--- config.mk ---
export PLATFORM = sky130hd
export DESIGN_NAME = toll_accum_arbiter
export DESIGN_NICKNAME = d
export VERILOG_FILES = /design/src/rtl/toll_accum_arbiter.sv
export SDC_FILE = /design/constraint.sdc
export NUM_CORES = 1
export LEC_CHECK = 0
export CAP_MARGIN = 40
export CORE_UTILIZATION = 40
export CTS_BUF_LIST = sky130_fd_sc_hd__clkbuf_4 sky130_fd_sc_hd__clkbuf_8
export DETAILED_ROUTE_END_ITERATION = 10
export HOLD_SLACK_MARGIN = 0.15
export PLACE_DENSITY = 0.59
export REMOVE_ABC_BUFFERS = 1
export SYNTH_ARGS = -nofsm -noshare
export SYNTH_HDL_FRONTEND = slang
export SYNTH_SLANG_ARGS = --single-unit
--- constraint.sdc ---
create_clock -name clk -period 10 [get_ports clk]
set_clock_uncertainty 0.1 [all_clocks]
set_input_delay 1 -clock clk [delete_from_list [all_inputs] [get_ports clk]]
set_output_delay 1 -clock clk [all_outputs]
set_load 0.01 [all_outputs]
--- src/rtl/toll_accum_arbiter.sv ---
`timescale 1ns/1ps
// Two-lane round-robin toll accumulator: grants one lane, converts its binary
// charge to BCD and ripples it into a 4-digit BCD running total one digit per cycle.
module toll_accum_arbiter #(
  parameter int CNT_W = 8
) (
  input  logic             clk,
  input  logic             rst_n,
  input  logic [1:0]       req,
  input  logic [7:0]       val0,
  input  logic [7:0]       val1,
  input  logic             clr,
  output logic [1:0]       ack,
  output logic             busy,
  output logic [15:0]      total_bcd,
  output logic             total_valid,
  output logic             overflow,
  output logic             err,
  output logic [CNT_W-1:0] cnt0,
  output logic [CNT_W-1:0] cnt1
);

  typedef enum logic [2:0] {IDLE, CONV, ADD0, ADD1, ADD2, ADD3} state_t;

  state_t      state, state_nxt;
  logic        last;
  logic        pend;
  logic        carry;
  logic [7:0]  charge_p0;
  logic        lane_p0;
  logic [3:0]  tens_p1;
  logic [3:0]  units_p1;
  logic [4:0]  dsum;
  logic        win;
  logic        clr_now;
  logic        grant;
  logic        bad;

  // One BCD digit add: returns {carry, digit}.
  function automatic logic [4:0] bcd_add(input logic [3:0] a, input logic [3:0] b,
                                         input logic c);
    logic [4:0] s;
    s = {1'b0, a} + {1'b0, b} + {4'd0, c};
    if (s >= 5'd10) return {1'b1, s[3:0] - 4'd10};
    else            return {1'b0, s[3:0]};
  endfunction

  // Binary 0..99 to {tens, units}; x*205>>11 equals x/10 over this range.
  function automatic logic [7:0] bin_to_bcd2(input logic [7:0] v);
    logic [3:0] t;
    logic [3:0] u;
    t = 4'(({8'd0, v} * 16'd205) >> 11);
    u = v[3:0] - t * 4'd10;
    return {t, u};
  endfunction

  function automatic logic [CNT_W-1:0] sat_inc(input logic [CNT_W-1:0] c);
    return (&c) ? c : c + 1'b1;
  endfunction

  assign busy        = (state != IDLE);
  assign total_valid = ~busy;
  assign clr_now     = clr | pend;
  assign win         = (req[0] & req[1]) ? ~last : req[1];
  assign grant       = (state == IDLE) && !clr_now && (|req);
  assign bad         = (charge_p0 > 8'd99);

  always_comb begin
    state_nxt = state;
    case (state)
      IDLE:    if (grant) state_nxt = CONV;
      CONV:    state_nxt = bad ? IDLE : ADD0;
      ADD0:    state_nxt = ADD1;
      ADD1:    state_nxt = ADD2;
      ADD2:    state_nxt = ADD3;
      ADD3:    state_nxt = IDLE;
      default: state_nxt = IDLE;
    endcase
  end

  always_comb begin
    dsum = '0;
    case (state)
      ADD0:    dsum = bcd_add(total_bcd[3:0],   units_p1, 1'b0);
      ADD1:    dsum = bcd_add(total_bcd[7:4],   tens_p1,  carry);
      ADD2:    dsum = bcd_add(total_bcd[11:8],  4'd0,     carry);
      ADD3:    dsum = bcd_add(total_bcd[15:12], 4'd0,     carry);
      default: dsum = '0;
    endcase
  end

  // Control and architectural state
  always_ff @(posedge clk or negedge rst_n) begin
    if (!rst_n) begin
      state     <= IDLE;
      total_bcd <= '0;
      overflow  <= 1'b0;
      ack       <= '0;
      err       <= 1'b0;
      cnt0      <= '0;
      cnt1      <= '0;
      last      <= 1'b1;
      pend      <= 1'b0;
      carry     <= 1'b0;
    end else begin
      state <= state_nxt;
      ack   <= '0;
      err   <= 1'b0;
      if (busy && clr) pend <= 1'b1;
      case (state)
        IDLE: begin
          if (clr_now) begin
            total_bcd <= '0;
            overflow  <= 1'b0;
            cnt0      <= '0;
            cnt1      <= '0;
            pend      <= 1'b0;
          end else if (|req) begin
            last <= win;
            ack  <= win ? 2'b10 : 2'b01;
          end
        end
        CONV: begin
          if (bad)          err  <= 1'b1;
          else if (lane_p0) cnt1 <= sat_inc(cnt1);
          else              cnt0 <= sat_inc(cnt0);
        end
        ADD0: begin
          total_bcd[3:0] <= dsum[3:0];
          carry          <= dsum[4];
        end
        ADD1: begin
          total_bcd[7:4] <= dsum[3:0];
          carry          <= dsum[4];
        end
        ADD2: begin
          total_bcd[11:8] <= dsum[3:0];
          carry           <= dsum[4];
        end
        ADD3: begin
          total_bcd[15:12] <= dsum[3:0];
          carry            <= 1'b0;
          if (dsum[4]) overflow <= 1'b1;
        end
        default: ;
      endcase
    end
  end

  // p0: captured charge and lane at grant; p1: BCD split in CONV
  always_ff @(posedge clk) begin
    if (grant) begin
      charge_p0 <= win ? val1 : val0;
      lane_p0   <= win;
    end
    if (state == CONV) {tens_p1, units_p1} <= bin_to_bcd2(charge_p0);
  end

endmodule

==> out/results.tsv <==
metric	value	unit
CTS Hold Bufs	0	
status	complete, no violations	
Int Power	955	uW
NetSw	675	uW
Final Wtd Congestion	0.828	
crit-path leading delay family	adder cells	
Die Span X	106	um
post-synthesis mux area share	3.07	%
leakage power	0.00246	uW
GRT overflow	0	
clk sinks	59	
RSZ-0062 raised after global routing	false	
Util after Layout	50.9	%
Port Buffer Count	58	
Worst Path Arrival	4.65	ns
post-synthesis xor/xnor area fraction	5.82	%
FF-to-FF path depth	16	
Clock Tree Buf Depth	2	
post-synth top area cell	dfrtp_1	
crit path kind	flop to flop	
Via density	5.11	
Slew Limit Fails	0	
CTS H-tree lvls	3	
FF-to-FF setup slack	5.34	ns
share of cells above drive strength 1	8.69	%
drt drc	0	
Seq/Total Area, Yosys	35.8	%
synthesized area per cell	10.2	um2
Starting Density	41.7	%
WL final	8880	um
crit path launch type	flop	
Synth Flop Type	dfrtp_1	
HP Class	flop to flop	
GRT Overall Usage	17.2	%
number of buffers created by CTS	9	
Skew-Pair Late Insertion Delay	0.34	ns
fin cells	631	
Inst Count DP	615	
crit share post-route	46.6	%
Hold Startpoint	overflow	
Hold Vio Cnt, Final	0	
Cell Area, Synth	4360	um2
Hold EP	overflow	
Hold Path Stages	2	
final net count	587	
Reg power frac	24.6	%
post-synth top area share	23.5	%
worst path required time	9.99	ns
post-route ant nets	0	
slowest stage delay, CP	0.53	ns
Ys Warns	0	
num ports	59	
Worst-path clk slew	0.08	ns
FF-to-FF Start	charge_p0[1]	
PD cells	306	nW/um2
die area	11300	um2
dpl hpwl	7040	um
mean routed wirelength per cell	14.1	um
TritonCTS clock tree	built	
Critical path buffers and inverters	2	
Simple-Gate Fraction of Synth Area	12.6	%
reg2reg end	units_p1[3]	
first-pass GRT wire length	15500	um
Period minus WS final	4.66	ns
Slew @ Worst Pin	0.796	ns
FMAX	0.215	GHz
Max Cap Viol	0	
slew margin rel.	46.5	%
async set-or-reset flop fraction in the synthesized netlist	71.2	%
DRT Pass-1 Iters	4	
vias post-DR	3226	
setup TNS	0	ns
initial antenna violation count	0	
initial drt markers	148	
maximum VDD drop	0.000162	V
PostCTS Resize Cnt	0	
post-synthesis compound-gate area fraction	12.4	%
largest net degree at the start of global routing	35	
combinational share of power	59.9	%
worst-path cell chain	ha_1 -> xor2_1 -> ha_1 -> fa_1 -> inv_1 -> fa_1 -> inv_1 -> ha_1 -> and3_1 -> a31oi_1 -> o2111ai_1 -> ha_1 -> fa_1 -> xor2_1 -> xnor2_1 -> xnor2_1	
Die Height	106	um
largest family of logic cells by synthesized area	adder cells	
critical-path maximum fanout	4	
core area	10500	um2
diode count	0	
Synth Area in Adders	24.2	%
Gate Count Post-Synth	427	
Critical-path top delay cell	fa_1	
Setup crit end kind	flop	
Seq cells post-synth	59	
Rows	37	
Clk pwr share	15.5	%
Post-synth EDFFs	17	
Distinct cells, synth	53	
Sw Ratio	41.4	%
setup bufs post-CTS	0	
area grow syn2layout	21.9	%
CP most frequent cell	ha_1	
root buf cell	clkbuf_8	
final setup vio count	0	
vias in the first global route	3249	
synth top area cells	dfrtp_1 (24%), ha_1 (18%), edfxtp_1 (12%), fa_1 (6.4%), inv_1 (4.6%)	
tightest hold or removal path: cells and delay by family, from the launching register on:
kind / cells / cell delay (ns)
flip-flops: 1 / 0.34
AO/OA/AOI/OAI: 1 / 0.06
AND/OR/NAND/NOR: 1 / 0.05
worst max-delay path by stage:
stage                             from          end  slack, ns  cells past startpoint
after detailed placement  charge_p0[1]  units_p1[3]       5.34                     16
after global routing      charge_p0[1]  units_p1[3]       5.12                     16
after CTS                 charge_p0[1]  units_p1[3]       5.33                     16
after floorplan           charge_p0[1]  units_p1[3]       5.54                     16
after global placement    charge_p0[1]  units_p1[3]       5.43                     16
final                     charge_p0[1]  units_p1[3]       5.34                     16
per-layer routing:
metal / routed length [um] / global-route usage [%] / vias up / part of all wire [%]
li1: - / - / 1634 / -
met1: 4110 / 21.8 / 1527 / 46
met5: 0 / 0 / - / 0
met4: 114 / 4.89 / 0 / 1.3
met3: 288 / 3.62 / 11 / 3.2
met2: 4370 / 29.5 / 54 / 49
power by group through the flow:
stage	Clock, uW	Combinational [uW]	Sequential, uW
2_1_floorplan	0	730	401
3_3_place_gp	0	963	404
3_5_place_dp	0	986	406
5_1_grt	270	1140	409
4_1_cts	261	993	401
6_report	253	977	400
placed cells by master, fill, tap and decap left out, types with 2 or more instances in the layout:
cell              n
clkbuf_8         10
xnor2_1          17
o31ai_1           6
nand2_1          27
nor3_1            7
or4_1             2
ha_1             62
nand3b_1          3
xor2_1           12
nor2_1           19
clkinv_4          2
a21boi_0          3
clkbuf_4          2
a21oi_1          12
bufinv_16         2
buf_4             3
o211ai_1          3
a21o_1            8
mux2_2           11
nand4_1           8
a31oi_1           5
o21ai_0          24
dfrtp_1          41
o21a_1            5
and3_1            4
inv_1            54
nand3_1          26
edfxtp_1         17
clkdlybuf4s50_1  57
fa_1             14
sequential cells by signal, indices dropped and copies added (netlist names), 2 cells and up:
signal,count
total_bcd,16
charge_p0,8
cnt0,8
cnt1,8
tens_p1,4
units_p1,4
state,3
ack,2
cells in the mapped netlist (6+ instances only):
| library cell | n |
|---|---|
| xnor2_1 | 17 |
| inv_1 | 54 |
| dfrtp_1 | 41 |
| o31ai_1 | 6 |
| o21ai_0 | 25 |
| nand4_1 | 8 |
| edfxtp_1 | 17 |
| fa_1 | 14 |
| nor3_1 | 7 |
| nand2_1 | 27 |
| xor2_1 | 12 |
| a21o_1 | 8 |
| mux2_2 | 11 |
| a21oi_1 | 12 |
| nor2_1 | 19 |
| ha_1 | 62 |
| nand3_1 | 26 |
layout make-up:
cell class	instances	area, um2
timing repair buffer	62	618
multi-input combinational	303	2530
clock buffer	12	153
tap	136	170
clock inverter	4	73.8
inverter	55	211
fill	982	5140
sequential	59	1560
kinds of logic after synthesis:
logic type               after synthesis
AO/OA/AOI/OAI                         80
adder cells (fa/ha/maj)               76
buffers and inverters                 65
AND/OR/NAND/NOR                      106
XOR/XNOR                              29
flip-flops                            59
multiplexers                          12
per-stage QoR:
step	power [uW]	hold slack (ns)	area, um2	setup slack, ns
after floorplan	1130	0.388	4310	5.54
after global placement	1370	0.364	5070	5.43
after detailed placement	1390	0.373	5090	5.34
after CTS	1650	0.387	5320	5.33
after global routing	1820	0.411	5320	5.12
final	1630	0.381	5320	5.34
Note: power is estimated with default switching activity, not from simulation.
